### config.mk
export PLATFORM = sky130hd
export DESIGN_NAME = traffic_sensor_frontend
export DESIGN_NICKNAME = d
export VERILOG_FILES = /design/src/rtl/traffic_pkg.sv /design/src/rtl/sensor_debounce.sv /design/src/rtl/traffic_sensor_frontend.sv
export SDC_FILE = /design/constraint.sdc
export NUM_CORES = 1
export LEC_CHECK = 0
export CAP_MARGIN = 20
export CORE_MARGIN = 4
export CORE_UTILIZATION = 38
export DETAILED_ROUTE_END_ITERATION = 7
export SYNTH_ARGS = -nofsm -noshare
export SYNTH_HDL_FRONTEND = slang
export SYNTH_HIERARCHICAL = 1
export SYNTH_SLANG_ARGS = --single-unit
export TNS_END_PERCENT = 50
### constraint.sdc
create_clock -name clk -period 2.55 [get_ports clk]
set_input_delay 0.3825 -clock clk [delete_from_list [all_inputs] [get_ports clk]]
set_output_delay 0.3825 -clock clk [all_outputs]
set_load 0.005 [all_outputs]
### src/rtl/traffic_pkg.sv
// Shared definitions for the traffic sensor front end: light feedback
// encodings and the emergency preemption state type.
package traffic_pkg;

  // Controller feedback patterns, {Red,Yellow,Green}
  localparam logic [2:0] LIGHT_RED        = 3'b100;
  localparam logic [2:0] LIGHT_RED_YELLOW = 3'b110;
  localparam logic [2:0] LIGHT_GREEN      = 3'b001;
  localparam logic [2:0] LIGHT_YELLOW     = 3'b010;

  typedef enum logic [1:0] {
    IDLE,
    ACTIVE,
    HOLD,
    LOCKOUT
  } emerg_state_t;

  // True when the feedback is one of the four aspects the controller may show
  function automatic logic light_legal(input logic [2:0] lights);
    return (lights == LIGHT_RED) || (lights == LIGHT_RED_YELLOW) ||
           (lights == LIGHT_GREEN) || (lights == LIGHT_YELLOW);
  endfunction

endpackage

### src/rtl/sensor_debounce.sv
// Two-flop synchronizer followed by a stability filter: the output level
// follows the synchronized input only after DEBOUNCE_CYCLES consecutive
// samples disagree with the current output.
module sensor_debounce #(
  parameter int DEBOUNCE_CYCLES = 4
) (
  input  logic clk,
  input  logic rst_n,
  input  logic raw,
  output logic level
);

  localparam int CW = (DEBOUNCE_CYCLES > 1) ? $clog2(DEBOUNCE_CYCLES) : 1;

  logic          sync_a;
  logic          sync_b;
  logic [CW-1:0] cnt;

  // Bring the asynchronous level into the clock domain
  // NOTE: non-blocking assignments make sync_b take the old sync_a, giving two real flop stages.
  always_ff @(posedge clk or negedge rst_n) begin
    if (!rst_n) begin
      sync_a <= 1'b0;
      sync_b <= 1'b0;
    end else begin
      sync_a <= raw;
      sync_b <= sync_a;
    end
  end

  // Count consecutive disagreeing samples; any agreeing sample restarts the run
  always_ff @(posedge clk or negedge rst_n) begin
    if (!rst_n) begin
      cnt   <= '0;
      level <= 1'b0;
    end else if (sync_b == level) begin
      cnt <= '0;
    end else if (cnt == CW'(DEBOUNCE_CYCLES - 1)) begin
      level <= sync_b;
      cnt   <= '0;
    end else begin
      cnt <= cnt + 1'b1;
    end
  end

endmodule

### src/rtl/traffic_sensor_frontend.sv
// Front end between raw roadside sensors and the signal controller:
// debounces loop, pedestrian and emergency inputs, turns rising edges into
// queued one-cycle car_detected pulses, runs the emergency preemption FSM
// with hold and timeout lockout, and monitors the lights feedback.
module traffic_sensor_frontend
  import traffic_pkg::*;
#(
  parameter int DEBOUNCE_CYCLES = 4,
  parameter int HOLD_CYCLES     = 8,
  parameter int EMERG_MAX       = 255
) (
  input  logic       clk,
  input  logic       rst_n,
  input  logic       loop_raw,
  input  logic       ped_raw,
  input  logic       emerg_raw,
  input  logic [2:0] lights,
  output logic       car_detected,
  output logic       emergency,
  output logic       emerg_fault,
  output logic       light_fault
);

  localparam int EW = $clog2(EMERG_MAX + 1);
  localparam int HW = (HOLD_CYCLES > 1) ? $clog2(HOLD_CYCLES) : 1;

  logic          loop_lvl;
  logic          ped_lvl;
  logic          emerg_lvl;
  logic          loop_q;
  logic          ped_q;
  logic          emerg_req;
  logic          loop_evt;
  logic          ped_evt;
  logic [1:0]    pending;
  logic [2:0]    pend_sum;
  emerg_state_t  state;
  logic [HW-1:0] hold_cnt;
  logic [EW-1:0] emerg_cnt;

  sensor_debounce #(.DEBOUNCE_CYCLES(DEBOUNCE_CYCLES)) u_loop (
    .clk   (clk),
    .rst_n (rst_n),
    .raw   (loop_raw),
    .level (loop_lvl)
  );

  sensor_debounce #(.DEBOUNCE_CYCLES(DEBOUNCE_CYCLES)) u_ped (
    .clk   (clk),
    .rst_n (rst_n),
    .raw   (ped_raw),
    .level (ped_lvl)
  );

  sensor_debounce #(.DEBOUNCE_CYCLES(DEBOUNCE_CYCLES)) u_emerg (
    .clk   (clk),
    .rst_n (rst_n),
    .raw   (emerg_raw),
    .level (emerg_lvl)
  );

  // Previous filtered levels for edge detection; the emergency request is
  // taken from the same stage so both paths see equal latency
  always_ff @(posedge clk or negedge rst_n) begin
    if (!rst_n) begin
      loop_q    <= 1'b0;
      ped_q     <= 1'b0;
      emerg_req <= 1'b0;
    end else begin
      loop_q    <= loop_lvl;
      ped_q     <= ped_lvl;
      emerg_req <= emerg_lvl;
    end
  end

  // Rising edges only, and the next pending count (add events, retire one pulse)
  // NOTE: every always_comb output gets a value on every path, so no latch can be inferred.
  always_comb begin
    loop_evt = loop_lvl & ~loop_q;
    ped_evt  = ped_lvl & ~ped_q;
    pend_sum = 3'(pending) + 3'(loop_evt) + 3'(ped_evt) - 3'(pending != 2'd0);
  end

  // Pending queue saturates at three; one pulse issued per cycle while non-empty
  always_ff @(posedge clk or negedge rst_n) begin
    if (!rst_n) begin
      pending      <= 2'd0;
      car_detected <= 1'b0;
    end else begin
      pending      <= (pend_sum > 3'd3) ? 2'd3 : pend_sum[1:0];
      car_detected <= (pending != 2'd0);
    end
  end

  // Emergency preemption FSM with hold extension and continuous-assertion timeout
  always_ff @(posedge clk or negedge rst_n) begin
    if (!rst_n) begin
      state       <= IDLE;
      hold_cnt    <= '0;
      emerg_cnt   <= '0;
      emergency   <= 1'b0;
      emerg_fault <= 1'b0;
    end else begin
      emergency <= (state == ACTIVE) || (state == HOLD);
      emerg_cnt <= emergency ? emerg_cnt + 1'b1 : '0;
      if (emergency && (emerg_cnt == EW'(EMERG_MAX - 1))) begin
        // Override asserted too long: drop it now and latch the fault
        state       <= LOCKOUT;
        hold_cnt    <= '0;
        emerg_cnt   <= '0;
        emergency   <= 1'b0;
        emerg_fault <= 1'b1;
      end else begin
        case (state)
          IDLE: begin
            if (emerg_req) state <= ACTIVE;
          end
          ACTIVE: begin
            if (!emerg_req) begin
              state    <= HOLD;
              hold_cnt <= '0;
            end
          end
          HOLD: begin
            if (emerg_req) begin
              state    <= ACTIVE;
              hold_cnt <= '0;
            end else if (hold_cnt == HW'(HOLD_CYCLES - 1)) begin
              state <= IDLE;
            end else begin
              hold_cnt <= hold_cnt + 1'b1;
            end
          end
          LOCKOUT: begin
            if (!emerg_req) state <= IDLE;
          end
          default: state <= IDLE;
        endcase
      end
    end
  end

  // Sticky lights monitor: illegal aspect, or not all-red once the override
  // has been in force for three consecutive cycles
  always_ff @(posedge clk or negedge rst_n) begin
    if (!rst_n) begin
      light_fault <= 1'b0;
    end else if (!light_legal(lights) ||
                 (emergency && (emerg_cnt >= EW'(2)) && (lights != LIGHT_RED))) begin
      light_fault <= 1'b1;
    end
  end

endmodule

### Word-level counts from Yosys, hierarchy flattened

Cells that the tools add are included.

* reductions and logical operators: 17
* magnitude comparators: 2
* bitwise operators: 7
* add/sub/neg operators: 8
* muxes and demuxes: 22
* eq/ne operators: 21

Operator list (number)
* $mux 2: 13
* $mux 8: 2
* $mux 3: 4
* $eq 2x2->1 const B: 5
* $eq 3x3->1 const B: 3
* $ne 3x3->1 const B: 3
* $add 8x1->8 const B: 1
* $eq 8x8->1 const B: 1
* $ge 8x2->1 const B: 1
* $pmux 2 s4: 1
* $add 2x1->2 const B: 3
* $pmux 3 s2: 1
* $reduce_and 2->1: 3
* $logic_or 1x1->1: 5
* $not 1->1: 5
* $ne 4x2->1 const B: 1
* $ne 4x4->1 const B: 1
* $reduce_and 4->1: 1
* $add 2x1->3: 1
* $add 3x1->3: 1
* $add 3x1->3 const B: 1
* $eq 1x1->1: 3
* $eq 3x1->1 const B: 1
* $eq 3x2->1 const B: 1
* other kinds (12): 15

* output and inout port bits: 4
* input port bits: 8
* register bits: 37

### Longest topological paths before layout

* depth after elaboration: 7
* mapped depth: 7

### Cells and area by module

Netlist, hierarchy kept.

By module, submodules not included
* traffic_sensor_frontend: cells an instance 114, instances 1, area an instance 1184.9 µm², sequential area each 550.5 µm²
* sensor_debounce: cells an instance 10, instances 3, area an instance 173.9 µm², sequential area each 125.1 µm²

### Least setup slack after synthesis

No wires, ideal clock.

* kind: register to register
* start point: register pending[1]
* end point: register pending[0]
* period minus slack after synthesis: 2.107 ns
* arrival time: 1.984 ns
* data required time: 2.427 ns
* library setup time: 0.123 ns
* path slack: 0.443 ns
* stages on the path, launching flop included: 8
* cells stage by stage: dfrtp_1 or2_2 ha_1 inv_1 fa_1 fa_1 xor2_1 nand2b_1

* cells in the longest elaborated chain, start to end: 5
* elaborated cells on any way between the ends: 6
* those cells by class: 3 x add/sub; 1 x order compare; 1 x mux; 1 x reduce/logical

Ends and longest elaborated chain
* start, declared: RTL line traffic_sensor_frontend.sv:35 `logic [1:0] pending;`
* start signal, assigned: RTL line traffic_sensor_frontend.sv:90 `pending <= (pend_sum > 3'd3) ? 2'd3 : pend_sum[1:0];`
* $add 2x1->3: RTL line traffic_sensor_frontend.sv:81 `pend_sum = 3'(pending) + 3'(loop_evt) + 3'(ped_evt) - 3'(pending != 2'd0);`
* $add 3x1->3: RTL line traffic_sensor_frontend.sv:81
* $sub 3x1->3 *: RTL line traffic_sensor_frontend.sv:81
* $gt 3x2->1: RTL line traffic_sensor_frontend.sv:90
* $mux 2 *: RTL line traffic_sensor_frontend.sv:90

Every way passes the cells marked *; elsewhere a longest branch is shown, timed or not.
A chain may end at the register's enable or synchronous reset.

### Worst setup path in the final report

Same ends and word-level chain as after synthesis.

==> impl_metrics.py <==
metrics = {
    "floorplan": {
        "io_pins": 12,
        "fp.dieH_um": 75.0,
        "dieArea_um2": 5630,
        "start_util_pct": 39.2,
        "coreArea_um2": 4350,
        "dieWidth_um": 75.0,
        "row_count": 24,
    },
    "timing": {
        "finalCritPeriodShare_pct": 87.7,
        "drv_slew": 0,
        "clock_skew_ns": 0.00487,
        "worstMarginPinSlew_ns": 0.822,
        "holdWs_ns": 0.192,
        "tns_ns": 0,
        "hold_violations": 0,
        "relSlewSlack_pct": 45.2,
        "fmax_mhz": 447,
        "layout_min_cycle_time_ns": 2.24,
        "rsz0062_at_grt": "no",
        "setup_viol": 0,
    },
    "route": {
        "drt_iter0_drc": 39,
        "wirelength_mm": 2.77,
        "drtAntennaViolNets": 0,
        "dr.pass1.iters": 4,
        "vias": 1081,
        "drc_errors": 0,
        "vias_per_cell": 5.05,
        "routedWlPerCell_um": 12.9,
    },
    "setup_path": {
        "rrSetupSlack_ns": 0.31,
        "r2r-end": "pending[0]",
        "critPathCaptureType": "flip-flop",
        "critPathSlowestCell": "fa_1",
        "critPathKind": "reg2reg",
        "worstSetupStartpointType": "flip-flop",
        "critPathMostFrequentCell": "fa_1",
        "arrival_ns": 2.41,
        "crit_chain": "or2_2, ha_1, inv_1, fa_1, fa_1, xor2_1, nand2b_1",
        "worstPathMaxFanout": 3,
        "worstRegToRegCells": 7,
        "r2r-start": "pending[1]",
        "cp.required_ns": 2.72,
        "crit_path_max_incr_delay_ns": 0.43,
    },
    "synth": {
        "synthCells": 144,
        "ys.flop_type": "dfrtp_1",
        "synth_commonest_cells": "dfrtp_1 (37), ha_1 (14), nor2_1 (12)",
        "synth_area_leaders": "dfrtp_1 (54%), ha_1 (10%), mux2_2 (2.6%)",
        "synth_top_area_share_pct": 54.3,
        "synth_edf_count": 0,
        "netlist_area_um2": 1710,
        "synth.distinct_cells": 35,
        "avgSynthCellArea_um2": 11.9,
        "ys_ff_latch": 37,
        "syn_nets": 168,
        "yosys_warnings": 6,
        "synth.most_common_cell": "dfrtp_1",
        "synthArstFlopShare_pct": 100,
        "synth_top_area_cell": "dfrtp_1",
        "ys_seq_area_share_pct": 54.3,
    },
    "clock_tree": {
        "cts_tree": "done",
        "htree_levels": 2,
        "clk_pin_slew_ns": 0.07,
        "cts_sinks": 37,
        "post_cts_buffers": 0,
        "numCtsBuffers": 5,
        "cts_resized": 0,
        "cts_root_buf": "clkbuf_8",
        "clock_latency_ns": 0.28,
        "hold_buffers": 0,
        "cts_max_path_buffers": 2,
    },
    "flow_run": {
        "cap_viol_max_count": 0,
    },
    "power": {
        "fin_total_pwr_uw": 2100,
        "vdd_drop_max_uv": 485,
        "powerDensity_nw_per_um2": 1050,
        "p_leak_uw": 0.000921,
    },
    "outcome": {
        "status": "finished, final reports clean",
    },
    "finish": {
        "drive_above_1_share_pct": 11.7,
        "fin_nets": 185,
        "num_antenna_cells": 0,
        "area_delta_synth_final_pct": 16.6,
        "fin_util_pct": 45.7,
    },
    "placement": {
        "hpwl_mm": 1.99,
        "gp_congestion": 0.831,
        "io_buffers": 11,
    },
    "global_route": {
        "antenna_found_initial": 0,
        "grt_max_degree": 38,
        "grt.total_usage_pct": 12.1,
        "grt_pass1_vias": 1102,
        "grt_overflow": 0,
        "grt_pass1_wl_mm": 4.96,
    },
    "hold_path": {
        "hp-class": "in2async",
    },
}
cell usage in the layout (no fill, tap or decap), types with 2 or more instances in the layout:
cell	synthesis	final
dfrtp_1	37	37
ha_1	14	14
nor2_1	12	12
clkdlybuf4s50_1	0	10
inv_1	8	8
a21oi_1	8	8
nand2_1	8	8
clkbuf_8	0	6
nand2b_1	5	5
o21ai_0	4	4
xnor2_1	4	4
nor2b_1	4	4
mux2_2	4	4
mux2i_1	3	3
nor3_2	3	3
and4_1	2	2
nand3_1	2	2
or3_1	2	2
and3_1	2	2
xor2_1	2	2
and3b_2	2	2
nor4_1	2	2
fa_1	2	2
where the power goes:
group | internal [µW] | switching, µW
clock network | 319 | 194
registers | 754 | 149
logic | 349 | 333
worst max path at each step:
stage               startpoint    endpoint  slack (ns)  cells past startpoint
detailed placement  pending[1]  pending[0]        0.30                      7
global placement    pending[1]  pending[1]        0.41                      7
CTS                 pending[1]  pending[0]        0.29                      7
floorplan           pending[1]  pending[0]        0.44                      7
finish              pending[1]  pending[0]        0.31                      7
global route        pending[1]  pending[0]        0.20                      7
layout make-up:
type                            count  area (µm²)
Clock buffer                        7        86.3
Clock inverter                      1        30.0
Fill cell                         399        2360
Inverter                            8        30.0
Multi-Input combinational cell     98         747
Sequential cell                    37         926
Tap cell                           52        65.1
Timing Repair Buffer               11         105
cell families (layout without fill, tap and decap cells):
| logic type | count (synthesis) | in the layout | synth area share (%) |
|---|---|---|---|
| muxes | 7 | 7 | 4.40 |
| buffers and inverters | 9 | 27 | 1.98 |
| AOI/OAI and AO/OA | 19 | 19 | 6.82 |
| adders and majority gates | 16 | 16 | 12.6 |
| and+or+nand+nor | 50 | 50 | 16.9 |
| xor gates and xnor gates | 6 | 6 | 3.08 |
| DFF | 37 | 37 | 54.3 |
flip-flops by register name, summed over array words and instances (netlist names), 2 cells and up:
signal	flops
u_loop/cnt	2
u_ped/cnt	2
hold_cnt	3
pending	2
emerg_cnt	8
u_emerg/cnt	2
state	2
worst max-delay path, delay by kind of cell (launching register included):
family	cells	cell delay [ns]
fa+ha+maj	3	1.11
flops	1	0.41
simple gates	2	0.38
xor+xnor	1	0.18
buf+inv	1	0.05
metal layers:
layer	global-route usage [%]	routed length (µm)	part of all wire (%)	up-vias
met5	0	0	0	-
met4	4.74	46	1.7	0
met3	4.94	173	6.2	5
met2	18.9	1350	49	26
met1	14.9	1200	43	522
li1	-	-	-	528
through the flow:
stage | cells | setup slack [ns] | area, µm²
2_1_floorplan | 144 | 0.443 | 1710
3_3_place_gp | 206 | 0.414 | 1870
3_5_place_dp | 206 | 0.298 | 1870
4_1_cts | 214 | 0.288 | 1990
5_1_grt | 214 | 0.205 | 1990
6_report | 214 | 0.314 | 1990
Note: power is estimated with default switching activity, not from simulation.
==> RTL change, RTL diff (same flow settings) <==
Add an input register stage for `loop_raw`, `ped_raw`, `emerg_raw` and `lights`, with the module's reset; this delays them by one clock.
--- a/src/rtl/traffic_sensor_frontend.sv
+++ b/src/rtl/traffic_sensor_frontend.sv
@@ -24,6 +24,25 @@
   localparam int EW = $clog2(EMERG_MAX + 1);
   localparam int HW = (HOLD_CYCLES > 1) ? $clog2(HOLD_CYCLES) : 1;
 
+  logic loop_raw_q;
+  logic ped_raw_q;
+  logic emerg_raw_q;
+  logic [2:0] lights_q;
+
+  always_ff @(posedge clk or negedge rst_n) begin
+    if (!rst_n) begin
+      loop_raw_q  <= '0;
+      ped_raw_q   <= '0;
+      emerg_raw_q <= '0;
+      lights_q    <= '0;
+    end else begin
+      loop_raw_q  <= loop_raw;
+      ped_raw_q   <= ped_raw;
+      emerg_raw_q <= emerg_raw;
+      lights_q    <= lights;
+    end
+  end
+
   logic          loop_lvl;
   logic          ped_lvl;
   logic          emerg_lvl;
@@ -41,21 +60,21 @@
   sensor_debounce #(.DEBOUNCE_CYCLES(DEBOUNCE_CYCLES)) u_loop (
     .clk   (clk),
     .rst_n (rst_n),
-    .raw   (loop_raw),
+    .raw   (loop_raw_q),
     .level (loop_lvl)
   );
 
   sensor_debounce #(.DEBOUNCE_CYCLES(DEBOUNCE_CYCLES)) u_ped (
     .clk   (clk),
     .rst_n (rst_n),
-    .raw   (ped_raw),
+    .raw   (ped_raw_q),
     .level (ped_lvl)
   );
 
   sensor_debounce #(.DEBOUNCE_CYCLES(DEBOUNCE_CYCLES)) u_emerg (
     .clk   (clk),
     .rst_n (rst_n),
-    .raw   (emerg_raw),
+    .raw   (emerg_raw_q),
     .level (emerg_lvl)
   );
 
@@ -145,8 +164,8 @@
   always_ff @(posedge clk or negedge rst_n) begin
     if (!rst_n) begin
       light_fault <= 1'b0;
-    end else if (!light_legal(lights) ||
-                 (emergency && (emerg_cnt >= EW'(2)) && (lights != LIGHT_RED))) begin
+    end else if (!light_legal(lights_q) ||
+                 (emergency && (emerg_cnt >= EW'(2)) && (lights_q != LIGHT_RED))) begin
       light_fault <= 1'b1;
     end
   end
Formal check against the unedited RTL: not equivalent (Yosys sat finds a counterexample within 4 cycles, from zero or initial values and one cycle with rst_n low).
==> RTL change against the unedited design <==
Power increased by 4.7%; sequential cell count increased by 6; die area increased by 7.9%; routed wire length increased by 0.54%; critical path depth unchanged; area after synthesis increased by 8.9%; setup slack improved by 0.037 ns; cell area increased by 8.6%; first-iteration DRC count decreased by 21%.
==> RTL change: results <==
group,metric,value,unit
setup_path,reg2reg_slack,0.35,ns
setup_path,arrival,2.38,ns
drt,met1_length,1290,um
synth,synthMuxAreaShare,3.43,%
cells_and_area,flops_and_latches,43,
cells_and_area,top_regs,"emerg_cnt: 8 flops, hold_cnt: 3 flops, lights_q: 3 flops",
global_route,use_met3,3.71,%
cells_and_area,antenna_cells,0,
cells_and_area,seq-cell-share,49.8,%
cells_and_area,final-nonclk-buf-share,4.87,%
setup_path,worstSetupEndpoint,"pending[0]$_DFF_PN0_",
cells_and_area,design_area,0.00216,mm2
global_route,track_usage,10.5,%
drt,drt-initial-drc-count,31,
clocking,numCtsBuffers,5,
global_route,grt.met1_usage,12.6,%
drt,wl_per_cell,11.9,um
synth,synthesis.nets,172,
global_route,grt_max_degree,44,
cells_and_area,final-clk-cell-share,5.21,%
setup_path,cpPeakStageDelay,0.41,ns
synth,synthTopCellsByArea,"dfrtp_1 (58%), ha_1 (9.4%), nor2_1 (2.2%), fa_1 (2.2%), o21ai_0 (1.9%)",
synth,synthDistinctLibCells,30,
drt,met3WireLength,117,um
power,p_leak,0.000985,uW
sta,worstMarginPinSlew,0.920,ns
synth,synth_fa_ha_area_share,11.6,%
placement,place_congestion,0.799,
cells_and_area,nNonClkInverters,7,
cells_and_area,fin_nets,190,
drt,dr_wl_met2,1320,um
placement,dp_hpwl,2010,um
synth,synth_compound_area_share,7.14,%
placement,preCtsSetupSlack,0.337,ns
power,vdd_ir_drop_max,338,uV
clocking,clockBufferDepth,2,
drt,num_vias,1109,
drt,top_layer,"met4",
cells_and_area,multi_input_area_share,35.0,%
sta,finClkSkew,0.00409,ns
sta,min_period,2.20,ns
status,status,"finished clean",
placement,placed_cell_area,0.00205,mm2
global_route,grt_first_pass_wirelength,5090,um
cells_and_area,nFillCells,439,
global_route,use_met2,17.1,%
synth,synth_ff_type,"dfrtp_1",
synth,synth_xor_area_share,2.83,%
cells_and_area,drive_gt1_share,12.6,%
synth,synthTopCellsByCount,"dfrtp_1 (43), ha_1 (14), nor2_1 (11), nand2_1 (8)",
cells_and_area,multi_input_cells,98,
power,switching_share,32.1,%
synth,ys_seq_area_share,57.9,%
setup_path,setup.worst_path.start,"pending[1]$_DFF_PN0_",
## RTL change: cell count changes in the layout (fill, tap and decap cells not counted), sizes merged, moves of 2 or more
cell	delta
clkinv	+2
a21boi	+2
dfrtp	+6
o21ai	+3
clkbuf	-2
and2	+3
o221a	+2
a21oi	-3
## RTL change: stage by stage
step | power (uW) | utilization, % | std cells | hold WS, ns
floorplan | 1510 | - | 148 | 0.0869
global placement | 1660 | 43.3 | 226 | 0.333
detailed placement | 1700 | 43.3 | 226 | 0.345
CTS | 2250 | 45.7 | 234 | 0.265
global route | 2400 | 45.7 | 234 | 0.310
finish | 2200 | 45.7 | 234 | 0.224
## RTL change: power by group through the flow
| stage | clock network, uW | registers (uW) | logic, uW |
|---|---|---|---|
| after floorplan | 0 | 985 | 520 |
| after global placement | 0 | 1020 | 640 |
| after detailed placement | 0 | 1030 | 673 |
| after CTS | 545 | 1020 | 684 |
| after global routing | 579 | 1040 | 783 |
| final | 519 | 1010 | 665 |
